<file path="src/rtl/rll_keyed_gate_array_pkg.sv">
// Shared types and helpers for the keyed gate array and its key loader.
package rll_pkg;

  typedef enum logic [1:0] {
    EMPTY   = 2'd0,
    LOADING = 2'd1,
    FULL    = 2'd2,
    ARMED   = 2'd3
  } key_state_e;

  // Width of a counter that must hold the values 0..key_w inclusive.
  function automatic int cnt_width(input int key_w);
    return $clog2(key_w + 1);
  endfunction

endpackage

</file>
<file path="src/rtl/rll_keyed_gate_array_if.sv">
// Valid/ready beat bus used on both sides of the key-gate stage.
interface rll_keyed_gate_array_if #(
  parameter int DATA_W = 19
);
  logic              valid;
  logic              ready;
  logic [DATA_W-1:0] data;

  modport master (output valid, output data, input ready);
  modport slave  (input valid, input data, output ready);
endinterface

</file>
<file path="src/rtl/rll_keyed_gate_array_key_shifter.sv">
// Serial key loader: shadow shift register, bit counter, load FSM,
// atomic shadow-to-active commit and rejected-commit pulse.
module rll_key_shifter
  import rll_pkg::*;
#(
  parameter int KEY_W = 16
) (
  input  logic                        clk,
  input  logic                        rst_n,
  input  logic                        key_sdi,
  input  logic                        key_shift,
  input  logic                        key_commit,
  output logic [cnt_width(KEY_W)-1:0] key_cnt,
  output logic                        key_loaded,
  output logic                        key_err,
  output logic [KEY_W-1:0]            active_key
);

  localparam int CNT_W = cnt_width(KEY_W);

  key_state_e       state_q, state_d;
  logic [KEY_W-1:0] shadow_q, shadow_d;
  logic [CNT_W-1:0] cnt_q, cnt_d;
  logic [KEY_W-1:0] active_q;
  logic             loaded_q;
  logic             err_q;
  logic             commit_ok;
  logic             commit_bad;
  logic             cnt_full;
  logic             cnt_last;

  assign cnt_full   = (cnt_q == CNT_W'(KEY_W));
  assign cnt_last   = (cnt_q == CNT_W'(KEY_W - 1));
  assign commit_ok  = key_commit && !key_shift && (state_q == FULL);
  assign commit_bad = key_commit && !commit_ok;

  // Next-state, counter and shadow update; a commit never coincides with a shift.
  always_comb begin
    state_d  = state_q;
    cnt_d    = cnt_q;
    shadow_d = shadow_q;
    if (commit_ok) begin
      state_d = ARMED;
      cnt_d   = '0;
    end else if (key_shift) begin
      shadow_d             = shadow_q >> 1;
      shadow_d[KEY_W-1]    = key_sdi;
      if (!cnt_full) begin
        cnt_d = cnt_q + CNT_W'(1);
      end
      state_d = (cnt_full || cnt_last) ? FULL : LOADING;
    end
  end

  // Key loader state registers.
  always_ff @(posedge clk or negedge rst_n) begin
    if (!rst_n) begin
      state_q  <= EMPTY;
      shadow_q <= '0;
      cnt_q    <= '0;
      active_q <= '0;
      loaded_q <= 1'b0;
      err_q    <= 1'b0;
    end else begin
      state_q  <= state_d;
      shadow_q <= shadow_d;
      cnt_q    <= cnt_d;
      err_q    <= commit_bad;
      if (commit_ok) begin
        active_q <= shadow_q;
        loaded_q <= 1'b1;
      end
    end
  end

  assign key_cnt    = cnt_q;
  assign key_loaded = loaded_q;
  assign key_err    = err_q;
  assign active_key = active_q;

endmodule

</file>
<file path="src/rtl/rll_keyed_gate_array.sv">
// Key-gate stage: XOR/XNOR gates keyed by the committed active key, applied
// to a single registered valid/ready beat. Upper data bits pass ungated.
module rll_keyed_gate_array
  import rll_pkg::*;
#(
  parameter int               KEY_W    = 16,
  parameter int               DATA_W   = 19,
  parameter logic [KEY_W-1:0] GATE_POL = '0
) (
  input  logic                        clk,
  input  logic                        rst_n,
  input  logic                        key_sdi,
  input  logic                        key_shift,
  input  logic                        key_commit,
  output logic [cnt_width(KEY_W)-1:0] key_cnt,
  output logic                        key_loaded,
  output logic                        key_err,
  rll_keyed_gate_array_if.slave       in_bus,
  rll_keyed_gate_array_if.master      out_bus
);

  logic [KEY_W-1:0]  active_key;
  logic [DATA_W-1:0] key_mask;
  logic [DATA_W-1:0] gated;
  logic [DATA_W-1:0] data_q;
  logic              valid_q;
  logic              accept;

  rll_key_shifter #(
    .KEY_W (KEY_W)
  ) u_key_shifter (
    .clk        (clk),
    .rst_n      (rst_n),
    .key_sdi    (key_sdi),
    .key_shift  (key_shift),
    .key_commit (key_commit),
    .key_cnt    (key_cnt),
    .key_loaded (key_loaded),
    .key_err    (key_err),
    .active_key (active_key)
  );

  // Gate array: XNOR gates are XOR gates with the polarity bit folded into the key.
  always_comb begin
    key_mask              = '0;
    key_mask[KEY_W-1:0]   = active_key ^ GATE_POL;
    gated                 = in_bus.data ^ key_mask;
  end

  assign in_bus.ready = !valid_q || out_bus.ready;
  assign accept       = in_bus.valid && in_bus.ready;

  // Single output register; holds its beat while downstream stalls.
  always_ff @(posedge clk or negedge rst_n) begin
    if (!rst_n) begin
      valid_q <= 1'b0;
      data_q  <= '0;
    end else if (accept) begin
      valid_q <= 1'b1;
      data_q  <= gated;
    end else if (out_bus.ready) begin
      valid_q <= 1'b0;
    end
  end

  assign out_bus.valid = valid_q;
  assign out_bus.data  = data_q;

endmodule

</file>
<file path="src/flat_wrapper.sv">
// flat-port wrapper written by rule: the top's interface ports become plain ports
module rll_keyed_gate_array_flat import rll_pkg::*;
#(
  parameter int               KEY_W    = 16,
  parameter int               DATA_W   = 19,
  parameter logic [KEY_W-1:0] GATE_POL = '0
)
  (clk, rst_n, key_sdi, key_shift, key_commit, key_cnt, key_loaded, key_err, in_bus_valid, in_bus_data, in_bus_ready, out_bus_valid, out_bus_data, out_bus_ready);
  rll_keyed_gate_array_if #(.DATA_W(DATA_W)) in_bus_i ();
  rll_keyed_gate_array_if #(.DATA_W(DATA_W)) out_bus_i ();
  input  logic clk;
  input  logic rst_n;
  input  logic key_sdi;
  input  logic key_shift;
  input  logic key_commit;
  output logic [cnt_width(KEY_W)-1:0] key_cnt;
  output logic key_loaded;
  output logic key_err;
  input wire logic [$bits(in_bus_i.valid)-1:0] in_bus_valid;
  input wire logic [$bits(in_bus_i.data)-1:0] in_bus_data;
  output wire logic [$bits(in_bus_i.ready)-1:0] in_bus_ready;
  output wire logic [$bits(out_bus_i.valid)-1:0] out_bus_valid;
  output wire logic [$bits(out_bus_i.data)-1:0] out_bus_data;
  input wire logic [$bits(out_bus_i.ready)-1:0] out_bus_ready;
  assign in_bus_i.valid = in_bus_valid;
  assign in_bus_i.data = in_bus_data;
  assign in_bus_ready = in_bus_i.ready;
  assign out_bus_valid = out_bus_i.valid;
  assign out_bus_data = out_bus_i.data;
  assign out_bus_i.ready = out_bus_ready;
  rll_keyed_gate_array #(.KEY_W(KEY_W), .DATA_W(DATA_W), .GATE_POL(GATE_POL)) u_core (.clk(clk), .rst_n(rst_n), .key_sdi(key_sdi), .key_shift(key_shift), .key_commit(key_commit), .key_cnt(key_cnt), .key_loaded(key_loaded), .key_err(key_err), .in_bus(in_bus_i), .out_bus(out_bus_i));
endmodule
</file>
<file path="config.mk">
export PLATFORM = sky130hd
export DESIGN_NAME = rll_keyed_gate_array_flat
export DESIGN_NICKNAME = d
export VERILOG_FILES = /design/src/rtl/rll_keyed_gate_array_pkg.sv /design/src/rtl/rll_keyed_gate_array_if.sv /design/src/rtl/rll_keyed_gate_array_key_shifter.sv /design/src/rtl/rll_keyed_gate_array.sv /design/src/flat_wrapper.sv
export SDC_FILE = /design/constraint.sdc
export NUM_CORES = 1
export LEC_CHECK = 0
export CAP_MARGIN = 20
export CORE_AREA = 2 2 75 77
export CTS_CLUSTER_DIAMETER = 50
export DETAILED_ROUTE_END_ITERATION = 16
export DIE_AREA = 0 0 77 79
export PLACE_DENSITY = 0.79
export SYNTH_ARGS = -nofsm -noshare
export SYNTH_HDL_FRONTEND = slang
export SYNTH_SLANG_ARGS = --single-unit
</file>
<file path="constraint.sdc">
create_clock -name clk -period 1.8 [get_ports clk]
set_clock_uncertainty 0.15 [all_clocks]
set_input_delay 0.36 -clock clk [delete_from_list [all_inputs] [get_ports clk]]
set_output_delay 0.36 -clock clk [all_outputs]
set_load 0.05 [all_outputs]
</file>
# == Word-level counts from Yosys, hierarchy flattened ==
# Index checks and enable logic that the tools add are counted.
# W data, S select, Z words.
# word_totals
out_inout_bits,28
elab_cells,36
input_bits,26
ff_bits,61
# classes
mux,8
n_addsub,1
bitwise_logic,2
reduce_logical,13
eq_ne,4
# ops
operator,count
$xor A19 B16 Y19,1
$mux W5,3
$mux W2,3
$add A5 B1 Y5 const B,1
$eq A5 B4 Y1 const B,1
$eq A5 B5 Y1 const B,1
$logic_and A1 B1 Y1,4
$reduce_and A2 Y1,2
$reduce_bool A2 Y1,2
$logic_not A1 Y1,3
$eq A2 B2 Y1 const B,1
$logic_or A1 B1 Y1,2
$mux W1,2
$ne A2 B2 Y1 const B,1
$not A1 Y1,1

# == Depth between registers and ports, before layout ==
# depth
depth_word,5
mapped_depth,5
ltp_nobuf,5

# == Hierarchy ==
# A second synthesis with hierarchy kept.
# unflattened
hier_cells,168
hier_area_um2,2648.8
# by_module_without_submodules
mod,cells_per_inst,area_per_inst_um2,instances,seq_area_each_um2
rll_key_shifter,109,1714.1,1,1026.0
rll_keyed_gate_array,59,934.6,1,500.5

# == Worst setup path before layout ==
# Ideal clock, no wire load.
# synth_path
kind,register to register
from,register u_core.valid_q (netlist: u_core.out_bus.valid)
to,register u_core.data_q[0] (netlist: u_core.out_bus.data[0])
path_stages_with_launch,5
setup_ns,0.125
n_path_buf,1
slack_ns,-0.038
synth_period_minus_slack_ns,1.838
t_required_ns,1.525
arrival_time_ns,1.563
cell_sequence,dfrtp_1 -> nand2b_4 -> nand2_4 -> buf_4 -> mux2_2
# synth_via
elab_chain_len,3
# synth_lines
item,line_no,text
from (decl),rll_keyed_gate_array.sv:26,logic valid_q;
from (signal assigned),rll_keyed_gate_array.sv:56,valid_q <= 1'b0;
from (signal assigned),rll_keyed_gate_array.sv:59,valid_q <= 1'b1;
from (signal assigned),rll_keyed_gate_array.sv:62,valid_q <= 1'b0;
$logic_not A1 Y1,rll_keyed_gate_array.sv:50,assign in_bus.ready = !valid_q || out_bus.ready;
$logic_or A1 B1 Y1,rll_keyed_gate_array.sv:50,
via in_bus_ready,flat_wrapper.sv:21,output wire logic [$bits(in_bus_i.ready)-1:0] in_bus_ready;
$logic_and A1 B1 Y1,rll_keyed_gate_array.sv:51,assign accept = in_bus.valid && in_bus.ready;
to (signal assigned),rll_keyed_gate_array.sv:60,data_q <= gated;
to (decl),rll_keyed_gate_array.sv:25,logic [DATA_W-1:0] data_q;
# The timed path passes the listed nets, and every way through them passes these cells.
# A chain may end at the register's enable or synchronous reset.

# == Worst setup path after layout ==
# layout_path
from,input out_bus_ready
to,output in_bus_ready
# layout_via
elab_chain_len,1
# layout_lines
item,line_no,text
from (decl),flat_wrapper.sv:24,input wire logic [$bits(out_bus_i.ready)-1:0] out_bus_ready;
$logic_or A1 B1 Y1,rll_keyed_gate_array.sv:50,
to (decl),flat_wrapper.sv:21,
# Every way passes these cells.

==> flow_summary.rst <==
.. list-table::
   :header-rows: 1

   * - Metric
     - Value
   * - Placer's final routability congestion estimate
     - 0.802
   * - Fraction of power consumed by combinational cells
     - 41.4%
   * - Die width
     - 77 um
   * - Share of cell area taken by muxes after synthesis
     - 22.5%
   * - Parity-gate share of the synthesized area counting xor and xnor cells
     - 5.48%
   * - Number of vias per cell
     - 4.88
   * - Overall track demand over capacity in global routing
     - 15.3%
   * - Startpoint of the worst setup timing path
     - out_bus_ready
   * - Ratio of cells with drive above 1 in the final layout
     - 45.2%
   * - Total overflow reported by the global router
     - 0
   * - Count of synthesis-stage warnings from yosys
     - 0
   * - Path category of the worst min-delay check
     - reg2reg
   * - Design Power
     - 6060 uW
   * - Type of element capturing the critical path
     - primary output
   * - Run status
     - completed
   * - Number of rows in the core area
     - 27
   * - Remaining antenna violation count after routing
     - 0
   * - ANT cells
     - 0
   * - Worst-path fanout max
     - 2
   * - Number of sinks on the clock net
     - 61
   * - Core region area
     - 5340 um^2
   * - Clock root buffer
     - sky130_fd_sc_hd__clkbuf_8
   * - Port bufs
     - 53
   * - Netlist area before placement
     - 2550 um^2
   * - Post-CTS clock slew at the launch and capture registers of the worst setup and hold paths
     - 0.06 ns
   * - Worst path required time
     - 1.29 ns
   * - Power Internal
     - 3830 uW
   * - Share of total power in the clock network
     - 20.0%
   * - Final hold violation count
     - 0
   * - Worst-case headroom to the max-slew limit
     - 79.0%
   * - Total Negative Setup Slacks
     - 0 ns
   * - Top cells by instance count after synthesis
     - sky130_fd_sc_hd__dfrtp_1, sky130_fd_sc_hd__mux2_2, sky130_fd_sc_hd__xor2_1
   * - Latest clock arrival within the worst-skew pair
     - 0.33 ns
   * - Leakage power of the design
     - 0.00155 uW
   * - Dominant register cell in the synthesized netlist
     - sky130_fd_sc_hd__dfrtp_1
   * - Maximum clock insertion buffer count
     - 2
   * - Via Count
     - 1527
   * - CTS tree
     - done
   * - Drt wl/cell
     - 13.1 um
   * - Least setup slack across all paths after layout
     - 0.0947 ns
   * - Synth Area in Adders
     - 0.979%
   * - Worst Setup Path Type
     - in2out
   * - Fraction of power spent switching nets
     - 36.7%
   * - Fraction of the mapped netlist area in compound gates
     - 2.74%
   * - Library cell with the highest instance count after synthesis
     - sky130_fd_sc_hd__dfrtp_1
   * - Nets
     - 265
   * - Detailed router's first-iteration violation count
     - 128
   * - Slew of the pin with the lowest slew margin
     - 0.315 ns
   * - Initial antenna violation count
     - 0
   * - Detailed Place HPWL
     - 2.78 mm
   * - Worst hold path startpoint
     - u_core.u_key_shifter.key_loaded
   * - Number of placed I/O pins
     - 54
   * - Power share of the sequential group
     - 38.5%
   * - Die Y
     - 79 um
   * - Max-capacitance violation count
     - 0
   * - Unrepaired setup endpoints after global routing
     - false
   * - Gate count of the mapped netlist
     - 170
   * - Peak VDD IR
     - 944 uV
   * - Yosys reg bits
     - 61
   * - Share of the clock period used by the worst path
     - 94.7%
   * - Setup violations, final
     - 0
   * - Full die area
     - 6080 um^2
   * - Synth async-reset ratio
     - 100%
   * - DR pass1 iterations
     - 4
   * - Max Clk Rate
     - 0.586 GHz
   * - Starting density of the core
     - 47.9%
   * - CP Launch Type
     - input port
   * - Inserted Clock Buffers
     - 9
   * - Sequential cell area fraction in the yosys report
     - 59.7%
   * - Cells taking the most area after synthesis
     - sky130_fd_sc_hd__dfrtp_1, sky130_fd_sc_hd__mux2_2, sky130_fd_sc_hd__xor2_1
   * - Area growth, synth to finish
     - 34.2%
   * - Number of unique standard cell types used by synthesis
     - 32
   * - Clock period minus worst slack
     - 1.71 ns
   * - P_sw
     - 2220 uW
   * - Simple-gate share of the synthesized area
     - 6.51%
   * - Largest family of logic cells by synthesized area
     - multiplexers
   * - H-tree lvl count
     - 3
   * - Wire length of the first global-routing pass
     - 7.12 mm
   * - Reg-to-reg critical path startpoint
     - u_core.u_key_shifter.key_cnt[0]
   * - DRC violation count after routing
     - 0
   * - WL final
     - 4.11 mm
   * - Max Slew Vio Count
     - 0
   * - Synth area leader
     - sky130_fd_sc_hd__dfrtp_1
   * - Worst-case setup slack after placement
     - -0.127 ns
   * - Crit path DAT
     - 1.20 ns
   * - Number of flops mapped to enable cells by yosys
     - 0
   * - Post-Syn Area per Cell
     - 15.0 um^2
   * - Synthesized netlist net count
     - 198
   * - Via count of the first global-routing pass
     - 1551
   * - Power per cell area
     - 1770 nW/um^2
   * - Number of buffers inserted by post-CTS setup repair
     - 0
   * - Maximum number of pins on one net before global-route repair
     - 62
   * - Top cell type's share of synthesized area
     - 59.7%
## power by group through the flow
stage	combinational [uW]	clock, uW	sequential (uW)
CTS	2540	1260	2340
finish	2510	1210	2340
floorplan	828	0	3180
global placement	2490	0	2350
detailed placement	2530	0	2370
global route	2670	1320	2420
## area by class of cell
type	count	area (um^2)
Fill cell	446	1910
Multi-Input combinational cell	101	976
Clock buffer	14	173
Timing Repair Buffer	62	626
Sequential cell	61	1530
Clock inverter	1	30.0
Inverter	2	7.51
Tap cell	72	90.1
## routing by layer
metal / global-route usage [%] / vias to the layer above / share of wire, %
met5: 0 / - / 0
met4: 9.11 / 0 / 2.3
met1: 19.8 / 751 / 48
met3: 5.00 / 8 / 4.2
li1: - / 733 / -
met2: 22.8 / 35 / 46
## through the flow
step | util, % | cell area, um^2 | instances | hold slack, ns
2_1_floorplan | - | 2560 | 170 | -0.0856
3_5_place_dp | 60.3 | 3220 | 297 | 0.240
3_3_place_gp | 60.3 | 3220 | 297 | 0.240
6_report | 64.3 | 3430 | 313 | 0.327
5_1_grt | 64.3 | 3430 | 313 | 0.348
4_1_cts | 64.3 | 3430 | 313 | 0.333
## worst max-delay path, cell delays in order
cell and delay, ns:
sky130_fd_sc_hd__clkdlybuf4s50_1 0.46, sky130_fd_sc_hd__nand2b_4 0.13, sky130_fd_sc_hd__buf_4 0.12, sky130_fd_sc_hd__buf_12 0.13
## flip-flops by register name, summed over array words and instances, names as in the netlist
| register | cells |
|---|---|
| u_core.u_key_shifter.shadow_q | 16 |
| u_core.u_key_shifter.key_loaded | 1 |
| u_core.u_key_shifter.key_cnt | 5 |
| u_core.u_key_shifter.active_key | 16 |
| u_core.out_bus.data | 19 |
| u_core.u_key_shifter.key_err | 1 |
| u_core.u_key_shifter.state_q | 2 |
| u_core.out_bus.valid | 1 |
## cells in the final DEF, fill, tap and decap left out, types with 4 or more instances in the layout
cell	netlist	routed
sky130_fd_sc_hd__nand3_1	4	4
sky130_fd_sc_hd__nand2_1	4	4
sky130_fd_sc_hd__xor2_1	16	16
sky130_fd_sc_hd__buf_4	1	28
sky130_fd_sc_hd__clkdlybuf4s50_1	0	24
sky130_fd_sc_hd__clkbuf_8	0	12
sky130_fd_sc_hd__mux2_2	51	51
sky130_fd_sc_hd__buf_12	0	8
sky130_fd_sc_hd__dfrtp_1	61	60
## worst paths after layout
check / end / slack (ns) / cells after the start
setup / recovery: in_bus_ready / 0.09 / 4
hold / removal: u_core.u_key_shifter.key_loaded / 0.33 / 1
min in group asynchronous: u_core.out_bus.data[13] / 0.43 / 3
hold reg to reg: u_core.u_key_shifter.key_loaded / 0.33 / 1
setup reg to reg: u_core.u_key_shifter.key_cnt[1] / 0.25 / 5
max in group asynchronous: u_core.out_bus.valid / 0.80 / 3
## logic make-up after synthesis
group / Yosys count
XOR/XNOR: 16
adder cells (fa/ha/maj): 2
AND/OR/NAND/NOR: 22
flip-flops: 61
buffers and inverters: 8
multiplexers: 51
AO/OA/AOI/OAI: 10
## timing repair
action | 4_1_cts | 5_1_grt
hold endpoints to repair | 61 | 0
hold buffers | 1 | 0
resized for setup | 0 | 0
setup endpoints to repair | 0 | 0
(Power assumes the default switching activity.)
